### config.mk
export PLATFORM = sky130hd
export DESIGN_NAME = ms_interval_timer
export DESIGN_NICKNAME = d
export VERILOG_FILES = /design/src/rtl/ms_interval_timer.sv
export SDC_FILE = /design/constraint.sdc
export NUM_CORES = 1
export LEC_CHECK = 0
export BUFFER_PORTS_ARGS = -buffer_cell sky130_fd_sc_hd__buf_4
export CORE_ASPECT_RATIO = 1.25
export CORE_UTILIZATION = 60
export DETAILED_ROUTE_END_ITERATION = 8
export PLACE_DENSITY = 0.84
export SLEW_MARGIN = 20
export SYNTH_ARGS = -nofsm -noshare
export SYNTH_HDL_FRONTEND = slang
export SYNTH_SLANG_ARGS = --single-unit
### constraint.sdc
create_clock -name tick -period 6.3 [get_ports tick]
set_clock_uncertainty 0.05 [all_clocks]
set_input_delay 0.63 -clock tick [delete_from_list [all_inputs] [get_ports tick]]
set_output_delay 0.63 -clock tick [all_outputs]
set_load 0.02 [all_outputs]
### src/rtl/ms_interval_timer.sv
// rtl/ms_interval_timer.sv - millisecond interval sequencer driving an external 1 ms tick counter
module ms_interval_timer #(
  parameter int WIDTH       = 16,
  parameter int AUTO_RELOAD = 0
) (
  input  logic             tick,
  input  logic             clear_n,
  input  logic             start,
  input  logic             stop,
  input  logic [WIDTH-1:0] period_ms,
  input  logic             ms_reached,
  output logic             ms_run,
  output logic             busy,
  output logic             done,
  output logic [WIDTH-1:0] ms_elapsed
);

  typedef enum logic [1:0] {
    S_IDLE   = 2'd0,
    S_RUN    = 2'd1,
    S_RELOAD = 2'd2,
    S_DONE   = 2'd3
  } state_e;

  localparam bit AutoReload = (AUTO_RELOAD != 0);

  state_e           state_q, state_d;
  logic [WIDTH-1:0] period_q, period_d;
  logic [WIDTH-1:0] elapsed_q, elapsed_d;
  logic             run_q, run_d;
  logic             busy_q, busy_d;
  logic             done_q, done_d;
  logic [WIDTH-1:0] elapsed_inc;

  // elapsed_q is always below period_q in RUN, so the increment never wraps
  assign elapsed_inc = elapsed_q + WIDTH'(1);

  always_ff @(posedge tick or negedge clear_n) begin
    if (!clear_n) begin
      state_q   <= S_IDLE;
      period_q  <= '0;
      elapsed_q <= '0;
      run_q     <= 1'b0;
      busy_q    <= 1'b0;
      done_q    <= 1'b0;
    end else begin
      state_q   <= state_d;
      period_q  <= period_d;
      elapsed_q <= elapsed_d;
      run_q     <= run_d;
      busy_q    <= busy_d;
      done_q    <= done_d;
    end
  end

  always_comb begin
    state_d   = state_q;
    period_d  = period_q;
    elapsed_d = elapsed_q;
    run_d     = run_q;
    busy_d    = busy_q;
    done_d    = 1'b0;

    unique case (state_q)
      S_IDLE: begin
        if (start && !stop) begin
          period_d  = period_ms;
          elapsed_d = '0;
          busy_d    = 1'b1;
          if (period_ms == '0) begin
            state_d = S_DONE;
          end else begin
            state_d = S_RUN;
            run_d   = 1'b1;
          end
        end
      end

      S_RUN: begin
        // A millisecond landing on the same edge as stop is deliberately dropped
        if (stop) begin
          state_d = S_IDLE;
          run_d   = 1'b0;
          busy_d  = 1'b0;
        end else if (ms_reached) begin
          elapsed_d = elapsed_inc;
          run_d     = 1'b0;
          state_d   = (elapsed_inc == period_q) ? S_DONE : S_RELOAD;
        end
      end

      S_RELOAD: begin
        if (stop) begin
          state_d = S_IDLE;
          busy_d  = 1'b0;
        end else begin
          state_d = S_RUN;
          run_d   = 1'b1;
        end
      end

      S_DONE: begin
        done_d = 1'b1;
        if (stop || !AutoReload) begin
          state_d = S_IDLE;
          busy_d  = 1'b0;
        end else begin
          elapsed_d = '0;
          state_d   = (period_q == '0) ? S_DONE : S_RELOAD;
        end
      end

      default: begin
        state_d = S_IDLE;
        run_d   = 1'b0;
        busy_d  = 1'b0;
      end
    endcase
  end

  assign ms_run     = run_q;
  assign busy       = busy_q;
  assign done       = done_q;
  assign ms_elapsed = elapsed_q;

endmodule

==> summary.txt, run 1 <==
Final layout
  • Layout net count: 298
  • Non-filler cells, final: 327
  • Antenna cells: 0
  • Area Overhead vs Synth: 14.7%
  • Share of cells above drive strength 1: 0.286
  • Fillers: 313

Synth
  • Syn Nets: 269
  • Mean Syn Cell Area: 9.86 um^2
  • Synth area leaders: dfrtp_1 (39%), mux2_2 (10%), a22o_1 (4.0%)
  • Seq/Total Area, Yosys: 0.387
  • Synth top cells by count: dfrtp_1 (37), mux2_2 (22), nand2_1 (18)
  • Area share of the leading cell type in the synthesized netlist: 0.387
  • Netlist cell types: 51
  • Most frequent cell after synthesis: dfrtp_1
  • Area leader, netlist: dfrtp_1
  • Synthesized cell area: 2390 um^2
  • FF+latch count, synth: 37
  • Ys async rst share: 1.00
  • Main synth FF type: dfrtp_1
  • Gate Count Post-Synth: 243
  • Yosys warns: 0
  • Post-synth EDFFs: 0

Clock tree
  • CTS Buffer Depth: 2
  • Setup bufs post-CTS: 0
  • CTS tree: yes
  • Hold-fix buffers at CTS: 0
  • Clock tree root buffer cell: clkbuf_8
  • Clk Latency, worst-skew pair: 0.29 ns
  • Cts repair resizes: 0
  • Cts bufs inserted: 5
  • Clock transition at the registers of the reported paths: 0.07 ns
  • # clock sinks: 37
  • Max H-tree Level: 2

Setup path
  • Crit. End Element: register
  • Worst r2r path cells: 7
  • R2R Path End: ms_elapsed[4]
  • Crit-path cells: inv_1 -> ha_1 -> nor2b_1 -> a211o_1 -> nor2_1 -> mux2_2 -> a22o_1
  • R2R setup slack: between 3 and 4 ns
  • Startpoint Class: register
  • CP endpoint: ms_elapsed[4]
  • Critical Path RT: 6.43 ns
  • Worst setup path start: state_q[1]
  • Slowest CP cell: a211o_1
  • Reg2reg start: state_q[1]
  • Largest delay contributor family on the critical path: compound AO/OA/AOI/OAI gates
  • Slowest stage delay, CP: 0.72 ns
  • Stages on worst setup path: 7
  • Kind of critical path: reg -> reg
  • Buf+Inv Stages, Crit Path: 1
  • CP max FO: 31
  • CP arrival: 3.05 ns

Placement
  • RD Place Congestion: 0.879
  • Post-DP HPWL: 3810 um
  • Dpl ws: 3.42 ns
  • Dpl cells: between 300 and 400
  • Number of port buffers: 39

Global routing
  • Pin count of the biggest net entering global routing: 38
  • GRT Total Usage: 0.267
  • First-pass GRT wire length: 8450 um
  • Initial antenna violation count: 0
  • Gr ovfl total: 0
  • Vias in the first global route: 1811

Job
  • Maxcap violations: 0

Timing
  • Peak Freq: 343 MHz
  • Setup tns final: 0 ns
  • Unrepaired setup endpoints after global routing: false
  • Final period util: 0.463
  • Fin crit period: roughly 2.9 ns
  • Max-slew violation count: 0
  • Worst slew pin tran: 0.888 ns
  • Final WS setup: 3.38 ns
  • Hold Fails Final Rpt: 0
  • Finish-stage setup viols: 0
  • Slew Limit Headroom: 0.408

Drt
  • Initial DRT Pass Iterations: 4
  • Via count: 1930
  • DRT Wirelength: 5160 um
  • Wirelength per Cell: 15.8 um
  • DRT iter0 DRCs: 99
  • DR vias/cell: 5.90
  • Antenna Violating Nets Remaining: 0
  • DRC errors left: 0

Die
  • Die width: 58.5 um
  • Cell Rows: 25
  • Die Area: 4250 um^2
  • Die Ht: 72.6 um
  • Initial Util: 0.628
  • # IOs: 40
  • Core area: approximately 3800 um^2

Pwr
  • Pwr per Cell Area: 347 nW/um^2
  • Static Leakage: 1.28 nW
  • Worst VDD drop: ~0.25 mV

Run status
  • Status: finished clean

Worst hold path
  • Hold crit path type: in -> async
logic make-up (layout without fill, tap and decap cells):
group | Yosys count | count (layout) | synth area share
xor gates and xnor gates | 16 | 16 | 0.0585
muxes | 29 | 29 | 0.135
buffers and inverters | 20 | 50 | 0.0418
AOI/OAI and AO/OA | 49 | 49 | 0.148
adders and majority gates | 5 | 5 | 0.0261
DFF | 37 | 37 | 0.387
and+or+nand+nor | 87 | 87 | 0.204
final cells by class:
cell class	instances	area, um^2	area share
multi-input cells	186	1370	0.498
flip-flops and latches	37	926	0.337
repair buffers	39	293	0.107
clock buffers	8	80.1	0.0292
well taps	54	67.6	0.0246
inverters	3	11.3	0.00410
routing by layer:
metal  track usage  up-vias  part of all wire  routed length [um]
li1              -      942                 -                   -
met1         0.334      927              0.43                2240
met2         0.453       52              0.51                2630
met3        0.0532        9             0.034                 175
met4        0.0979        0             0.022                 114
met5             0        -                 0                   0
through the flow:
stage / hold slack (ns) / utilization / power, mW / cell area (um^2)
floorplan: 0.284 / - / 0.688 / 2390
global placement: 0.458 / 0.699 / 0.781 / 2670
detailed placement: 0.464 / 0.699 / 0.796 / 2670
CTS: 0.261 / 0.720 / 0.956 / 2750
global route: 0.283 / 0.720 / 1.02 / 2750
finish: 0.245 / 0.720 / 0.953 / 2750
worst min path at each step:
stage | start | endpoint | slack (ns) | cells past startpoint
after global routing | clear_n | ms_elapsed[6] | 0.28 | 1
after CTS | clear_n | ms_elapsed[6] | 0.26 | 1
after global placement | period_q[13] | period_q[13] | 0.46 | 1
after floorplan | clear_n | busy | 0.28 | 0
after detailed placement | ms_run | ms_run | 0.46 | 2
final | clear_n | ms_elapsed[6] | 0.25 | 1
placed cells by master (no fill, tap or decap), types with 2 or more instances in the layout:
master    netlist  layout
a21o_1          6       6
a21o_2          2       2
a21oi_1         2       2
a22o_1         11      11
and3_2          2       2
buf_4           5      39
clkbuf_1        5       3
clkbuf_8        0       5
dfrtp_1        37      37
ha_1            5       5
inv_1           3       3
mux2_2         22      22
mux2i_1         6       6
nand2_1        18      18
nand2b_1        5       5
nand3_1         6       6
nand3b_1        2       2
nand4_1         6       6
nor2_1         17      17
nor2b_1         3       3
nor3_1         10      10
nor4_1          5       5
o21ai_0        15      15
o31ai_1         2       2
or4_1           2       2
xnor2_1         9       9
xor2_1          7       7
sequential cells by signal, indices dropped and copies added (netlist names):
name	count
state_q	2
period_q	16
done	1
ms_elapsed	16
ms_run	1
busy	1
report_power, final:
group	leakage, nW	switching, mW	internal [mW]	total (mW)
sequential	0.475	0.0821	0.313	0.395
clock	0.0395	0.0795	0.0786	0.158
combinational	0.769	0.203	0.197	0.400
Power figures use the tool's default switching activity.
==> run 2: changes to the inputs <==
--- a/config.mk
+++ b/config.mk
@@ -5,11 +5,12 @@
 export SDC_FILE = /design/constraint.sdc
 export NUM_CORES = 1
 export LEC_CHECK = 0
+export ABC_AREA = 1
 export BUFFER_PORTS_ARGS = -buffer_cell sky130_fd_sc_hd__buf_4
 export CORE_ASPECT_RATIO = 1.25
-export CORE_UTILIZATION = 60
+export CORE_UTILIZATION = 56
 export DETAILED_ROUTE_END_ITERATION = 8
-export PLACE_DENSITY = 0.84
+export PLACE_DENSITY = 0.8
 export SLEW_MARGIN = 20
 export SYNTH_ARGS = -nofsm -noshare
 export SYNTH_HDL_FRONTEND = slang
==> constraint.sdc (replaced) <==
create_clock -name tick -period 3 [get_ports tick]
set_clock_uncertainty 0.05 [all_clocks]
set_input_delay 0.3 -clock tick [delete_from_list [all_inputs] [get_ports tick]]
set_output_delay 0.3 -clock tick [all_outputs]
set_load 0.02 [all_outputs]
==> summary.txt, run 2 <==
Run status
  • Status: finished clean (unchanged)

Synth
  • Mean Syn Cell Area: 7.52 um^2 (was 9.86 um^2)
  • FF+latch count, synth: 37 (unchanged)
  • Yosys warns: 0 (unchanged)
  • Area share of the leading cell type in the synthesized netlist: 0.409 (was 0.387)
  • Netlist cell types: 30 (was 51)
  • Post-synth EDFFs: 0 (unchanged)
  • Ys async rst share: 1.00 (unchanged)
  • Most frequent cell after synthesis: nand2_1 (was dfrtp_1)
  • Synthesized cell area: 2260 um^2 (was 2390 um^2)
  • Gate Count Post-Synth: 301 (was 243)
  • Syn Nets: 327 (was 269)
  • Main synth FF type: dfrtp_1 (unchanged)
  • Area leader, netlist: dfrtp_1 (unchanged)
  • Synth area leaders: dfrtp_1 (41%), nand2_1 (15%), inv_1 (6.5%) (was dfrtp_1 (39%), mux2_2 (10%), a22o_1 (4.0%))
  • Seq/Total Area, Yosys: 0.409 (was 0.387)
  • Synth top cells by count: nand2_1 (90), inv_1 (39), dfrtp_1 (37) (was dfrtp_1 (37), mux2_2 (22), nand2_1 (18))

Global routing
  • Gr ovfl total: 0 (unchanged)
  • GRT Total Usage: 0.285 (was 0.267)
  • First-pass GRT wire length: 8940 um (was 8450 um)
  • Pin count of the biggest net entering global routing: 38 (unchanged)
  • Vias in the first global route: 2006 (was 1811)
  • Initial antenna violation count: 0 (unchanged)

Setup path
  • Buf+Inv Stages, Crit Path: 3 (was 1)
  • CP max FO: 16 (was 31)
  • Crit. End Element: register (unchanged)
  • Largest delay contributor family on the critical path: simple AND/OR/NAND/NOR gates (was compound AO/OA/AOI/OAI gates)
  • Worst r2r path cells: 10 (was 7)
  • Worst path most repeated cell: inv_1
  • R2R setup slack: 0.72 ns (was 3.38 ns)
  • CP arrival: 2.45 ns (was 3.05 ns)
  • Stages on worst setup path: 10 (was 7)
  • Crit-path cells: inv_1 -> ha_1 -> inv_1 -> nor2_2 -> nand2_1 -> o21ai_0 -> nand2_1 -> inv_1 -> nand2_2 -> o21ai_0 (was inv_1 -> ha_1 -> nor2b_1 -> a211o_1 -> nor2_1 -> mux2_2 -> a22o_1)
  • Kind of critical path: reg -> reg (unchanged)
  • Startpoint Class: register (unchanged)
  • Slowest CP cell: dfrtp_1 (was a211o_1)
  • Slowest stage delay, CP: 0.40 ns (was 0.72 ns)
  • Critical Path RT: 3.17 ns (was 6.43 ns)

Worst hold path
  • Hold crit path type: in -> reg (was in -> async)
  • Hold Path Stages: 2

Final layout
  • Layout net count: 371 (was 298)
  • Most frequent cells in the layout: nand2_1 (90), buf_4 (40), inv_1 (39) (was buf_4 (39), dfrtp_1 (37), mux2_2 (22))
  • Share of cells above drive strength 1: 0.202 (was 0.286)
  • Fillers: 333 (was 313)
  • Commonest non-fill, non-tap cell in the layout: nand2_1 (was buf_4)
  • Area Overhead vs Synth: 21.2% (was 14.7%)
  • Antenna cells: 0 (unchanged)
  • Non-filler cells, final: 400 (was 327)

Clock tree
  • CTS Buffer Depth: 2 (unchanged)
  • Max H-tree Level: 2 (unchanged)
  • # clock sinks: 37 (unchanged)
  • Clock transition at the registers of the reported paths: 0.08 ns (was 0.07 ns)
  • Setup bufs post-CTS: 0 (unchanged)
  • Cts bufs inserted: 5 (unchanged)
  • CTS tree: yes (unchanged)
  • Clock tree root buffer cell: clkbuf_8 (unchanged)
  • Clk Latency, worst-skew pair: 0.30 ns (was 0.29 ns)
  • Cts repair resizes: 0 (unchanged)
  • Hold-fix buffers at CTS: 1 (was 0)

Timing
  • Slew Limit Headroom: 0.682 (was 0.408)
  • Final period util: 0.760 (was 0.463)
  • Peak Freq: 439 MHz (was 343 MHz)
  • Unrepaired setup endpoints after global routing: false (unchanged)
  • Finish-stage setup viols: 0 (unchanged)
  • Max-slew violation count: 0 (unchanged)
  • Hold Fails Final Rpt: 0 (unchanged)
  • Worst slew pin tran: 0.478 ns (was 0.888 ns)
  • Setup tns final: 0 ns (unchanged)
  • Fin crit period: 2.28 ns (was 2.92 ns)

Pwr
  • Logic pwr share: 0.371 (was 0.419)
  • Internal: 1.22 mW (was 588 uW)
  • Switching power: 745 uW (was 364 uW)
  • Pwr per Cell Area: 715 nW/um^2 (was 347 nW/um^2)
  • Reg power frac: 0.393 (was 0.415)
  • Clk pwr share: 0.236 (was 0.166)
  • Static Leakage: 1.35 nW (was 1.28 nW)
  • Switching share of total power: 0.380 (was 0.383)
  • Worst VDD drop: 0.620 mV (was 0.250 mV)

Placement
  • Dpl cells: 391 (was 319)
  • RD Place Congestion: 0.823 (was 0.879)
  • Post-DP HPWL: 3960 um (was 3810 um)
  • Number of port buffers: 39 (unchanged)

Die
  • Die Ht: 73.1 um (was 72.6 um)
  • Die Area: 4300 um^2 (was 4250 um^2)
  • Die width: 58.9 um (was 58.5 um)
  • Core area: 3820 um^2 (unchanged)
  • # IOs: 40 (unchanged)
  • Cell Rows: 25 (unchanged)
  • Initial Util: 0.593 (was 0.628)

Job
  • Maxcap violations: 0 (unchanged)

Drt
  • DR vias/cell: 5.35 (was 5.90)
  • DRT iter0 DRCs: 103 (was 99)
  • DRT Wirelength: 5500 um (was 5160 um)
  • Wirelength per Cell: 13.8 um (was 15.8 um)
  • DRC errors left: 0 (unchanged)
  • Via count: 2139 (was 1930)
  • Initial DRT Pass Iterations: 4 (unchanged)
  • Antenna Violating Nets Remaining: 0 (unchanged)
## run 2: changes by cell type in the layout (fill, tap and decap cells not counted), moves of 8 or more
cell	previous run	this run
nand2_1	18	90
inv_1	3	39
nand3_1	6	25
mux2_2	22	5
o22ai_1	0	12
a22o_1	11	0
xnor2_1	9	0
nor3_1	10	2
## run 2: power by group through the flow
| stage | Combinational [mW] | Sequential (mW) | Clock [mW] |
|---|---|---|---|
| after floorplan | 0.499 | 0.774 | 0 |
| after global placement | 0.698 | 0.768 | 0 |
| after detailed placement | 0.711 | 0.774 | 0 |
| after CTS | 0.727 | 0.766 | 0.465 |
| after global routing | 0.800 | 0.784 | 0.482 |
| final | 0.728 | 0.771 | 0.462 |
## run 2: final timing paths
path                                   start        endpoint
max in group asynchronous            clear_n   ms_elapsed[8]
worst min register to register          busy            busy
worst max register to register    state_q[1]  ms_elapsed[14]
min in group asynchronous            clear_n     period_q[2]
worst min-delay path            period_ms[6]     period_q[6]
worst max-delay path              state_q[1]  ms_elapsed[14]
## run 2: metrics by stage
stage	setup WS, ns	cell area (um^2)	utilization	hold WS, ns	total power, mW
finish	0.720	2740	0.719	0.188	1.96
global route	0.573	2740	0.719	0.191	2.07
global placement	0.839	2610	0.685	0.236	1.47
detailed placement	0.734	2610	0.685	0.241	1.48
floorplan	1.20	2260	-	-0.0456	1.27
CTS	0.685	2740	0.719	0.188	1.96
## run 2: cell type report
type,count,area (um^2),share of cell area
multi-input cells,220,1170,0.426
clock inverters,2,37.5,0.0137
well taps,54,67.6,0.0246
inverters,40,150,0.0547
repair buffers,41,310,0.113
clock buffers,6,82.6,0.0301
flip-flops and latches,37,926,0.337
## run 2: cells by family after synthesis
logic type | count (synthesis) | synth area share
AND/OR/NAND/NOR | 166 | 0.334
multiplexers | 5 | 0.0249
XOR/XNOR | 4 | 0.0282
AO/OA/AOI/OAI | 40 | 0.102
flip-flops | 37 | 0.409
buffers and inverters | 44 | 0.0741
adder cells (fa/ha/maj) | 5 | 0.0276
## run 2: per-layer routing
| layer | vias to the layer above | part of all wire | track usage |
|---|---|---|---|
| met2 | 59 | 0.50 | 0.475 |
| li1 | 1083 | - | - |
| met5 | - | 0 | 0 |
| met1 | 982 | 0.44 | 0.346 |
| met3 | 15 | 0.034 | 0.0638 |
| met4 | 0 | 0.027 | 0.135 |
==> run 3: changes to the inputs <==
==> constraint.sdc (replaced) <==
create_clock -name tick -period 2.3 [get_ports tick]
set_clock_uncertainty 0.05 [all_clocks]
set_input_delay 0.23 -clock tick [delete_from_list [all_inputs] [get_ports tick]]
set_output_delay 0.23 -clock tick [all_outputs]
set_load 0.02 [all_outputs]
==> summary.txt, run 3 (synthesis gave the netlist of run 2 again) <==
Clock tree
  • Setup bufs post-CTS: 0 (unchanged)
  • # clock sinks: 37 (unchanged)
  • Cts bufs inserted: 5 (unchanged)
  • Clock transition at the registers of the reported paths: 0.07 ns (was 0.08 ns)
  • Clock tree root buffer cell: clkbuf_8 (unchanged)
  • CTS tree: yes (unchanged)
  • Max H-tree Level: 2 (unchanged)
  • CTS Buffer Depth: 2 (unchanged)
  • Clk Latency, worst-skew pair: 0.29 ns (was 0.30 ns)

Final layout
  • Multi-input gate area: 1170 um^2 (unchanged)
  • Layout net count: 373 (was 371)
  • Share of cells above drive strength 1: 0.207 (was 0.202)
  • Area Overhead vs Synth: 21.1% (was 21.2%)
  • Commonest non-fill, non-tap cell in the layout: nand2_1 (unchanged)
  • Antenna cells: 0 (unchanged)
  • Storage cell area: 926 um^2 (unchanged)
  • Fillers: 311 (was 333)
  • Most frequent cells in the layout: nand2_1 (90), buf_4 (42), inv_1 (39) (was nand2_1 (90), buf_4 (40), inv_1 (39))

Drt
  • Initial DRT Pass Iterations: 5 (was 4)
  • DR vias/cell: 5.27 (was 5.35)
  • Antenna Violating Nets Remaining: 0 (unchanged)
  • DRT Wirelength: 5320 um (was 5500 um)
  • Wirelength per Cell: 13.2 um (was 13.8 um)
  • DRT iter0 DRCs: 140 (was 103)
  • Via count: 2117 (was 2139)
  • DRC errors left: 0 (unchanged)

Global routing
  • Vias in the first global route: 1982 (was 2006)
  • Initial antenna violation count: 0 (unchanged)
  • Gr ovfl total: 0 (unchanged)
  • First-pass GRT wire length: 9050 um (was 8940 um)
  • GRT Total Usage: 0.282 (was 0.285)
  • Pin count of the biggest net entering global routing: 38 (unchanged)

Die
  • Die width: 58.9 um (unchanged)
  • Initial Util: 0.593 (unchanged)
  • Core area: 3820 um^2 (unchanged)
  • Die Ht: 73.1 um (unchanged)
  • # IOs: 40 (unchanged)
  • Cell Rows: 25 (unchanged)
  • Die Area: 4300 um^2 (unchanged)

Timing
  • Fin crit period: 2.02 ns (was 2.28 ns)
  • Unrepaired setup endpoints after global routing: false (unchanged)
  • Finish-stage setup viols: 0 (unchanged)
  • Final WS setup: 0.277 ns (was 0.720 ns)
  • Setup tns final: 0 ns (unchanged)
  • Final period util: 0.880 (was 0.760)
  • Slew Limit Headroom: 0.685 (was 0.682)
  • Worst slew pin tran: 0.473 ns (was 0.478 ns)
  • Hold Fails Final Rpt: 0 (unchanged)
  • Peak Freq: 494 MHz (was 439 MHz)
  • Max-slew violation count: 0 (unchanged)

Setup path
  • Crit. End Element: register (unchanged)
  • Kind of critical path: reg -> reg (unchanged)
  • CP arrival: 2.17 ns (was 2.45 ns)
  • CP max FO: 16 (unchanged)
  • Startpoint Class: register (unchanged)
  • Critical Path RT: 2.44 ns (was 3.17 ns)

Placement
  • RD Place Congestion: 0.837 (was 0.823)
  • Number of port buffers: 39 (unchanged)
  • Dpl ws: 0.284 ns (was 0.734 ns)
  • Post-DP HPWL: 3940 um (was 3960 um)

Pwr
  • Worst VDD drop: 0.619 mV (was 0.620 mV)
  • Pwr per Cell Area: 911 nW/um^2 (was 715 nW/um^2)
  • Static Leakage: 1.35 nW (about the same)

Run status
  • Status: finished clean (unchanged)

Worst hold path
  • Hold crit path type: in -> reg (unchanged)

Job
  • Maxcap violations: 0 (unchanged)
[run 3: cell count changes in the layout (fill, tap and decap cells not counted)]
cell	before	now
clkinv_2	0	1
clkinvlp_4	1	0
bufinv_16	1	0
buf_4	40	42
clkbuf_8	6	7
[run 3: stage by stage]
stage / power [mW] / std cells / hold slack [ns] / cell area (um^2) / utilization
2_1_floorplan: 1.66 / 301 / -0.116 / 2260 / -
5_1_grt: 2.67 / 402 / 0.134 / 2740 / 0.718
4_1_cts: 2.50 / 402 / 0.130 / 2740 / 0.718
3_5_place_dp: 1.99 / 393 / 0.175 / 2630 / 0.689
3_3_place_gp: 1.95 / 393 / 0.167 / 2630 / 0.689
6_report: 2.50 / 402 / 0.130 / 2740 / 0.718
[run 3: power by group]
group / switching [mW] / internal, mW / leakage (nW)
combinational: 0.575 / 0.408 / 0.828
clock: 0.240 / 0.271 / 0.0542
sequential: 0.160 / 0.843 / 0.471
[run 3: per-layer routing]
layer | global-route usage | vias to the layer above | part of all wire
met4 | 0.103 | 0 | 0.018
met2 | 0.463 | 77 | 0.51
met5 | 0 | - | 0
met3 | 0.0443 | 8 | 0.042
met1 | 0.373 | 953 | 0.43
li1 | - | 1079 | -
[run 3: path summary, 6_finish.rpt]
kind	start	endpoint	slack [ns]	cells after the start
max in group asynchronous	clear_n	ms_elapsed[12]	1.48	2
hold reg to reg	busy	busy	0.45	2
setup / recovery	state_q[1]	ms_elapsed[1]	0.28	10
hold / removal	period_ms[14]	period_q[14]	0.13	2
setup reg to reg	state_q[1]	ms_elapsed[1]	0.28	10
min in group asynchronous	clear_n	ms_elapsed[3]	0.39	2
[run 3: layout make-up]
type	instances	area share
repair buffers	43	0.119
flip-flops and latches	37	0.338
clock inverters	1	0.00183
well taps	54	0.0247
clock buffers	7	0.0352
inverters	40	0.0548
multi-input cells	220	0.427
[run 3: critical path, cell delays in order, from the launching register on]
cell and delay (ns):
dfrtp_1 0.40, inv_1 0.10, ha_1 0.25, inv_1 0.08, nor2_2 0.14, nand2_1 0.07
o21ai_0 0.07, nand2_1 0.14, inv_1 0.11, nand2_2 0.22, o21ai_0 0.28
[run 3: repair_timing]
item                                    CTS  global route
gates resized for setup                   0             0
endpoints found under the hold margin    37             0
endpoints found under the setup margin    0             0
hold buffers                              1             0
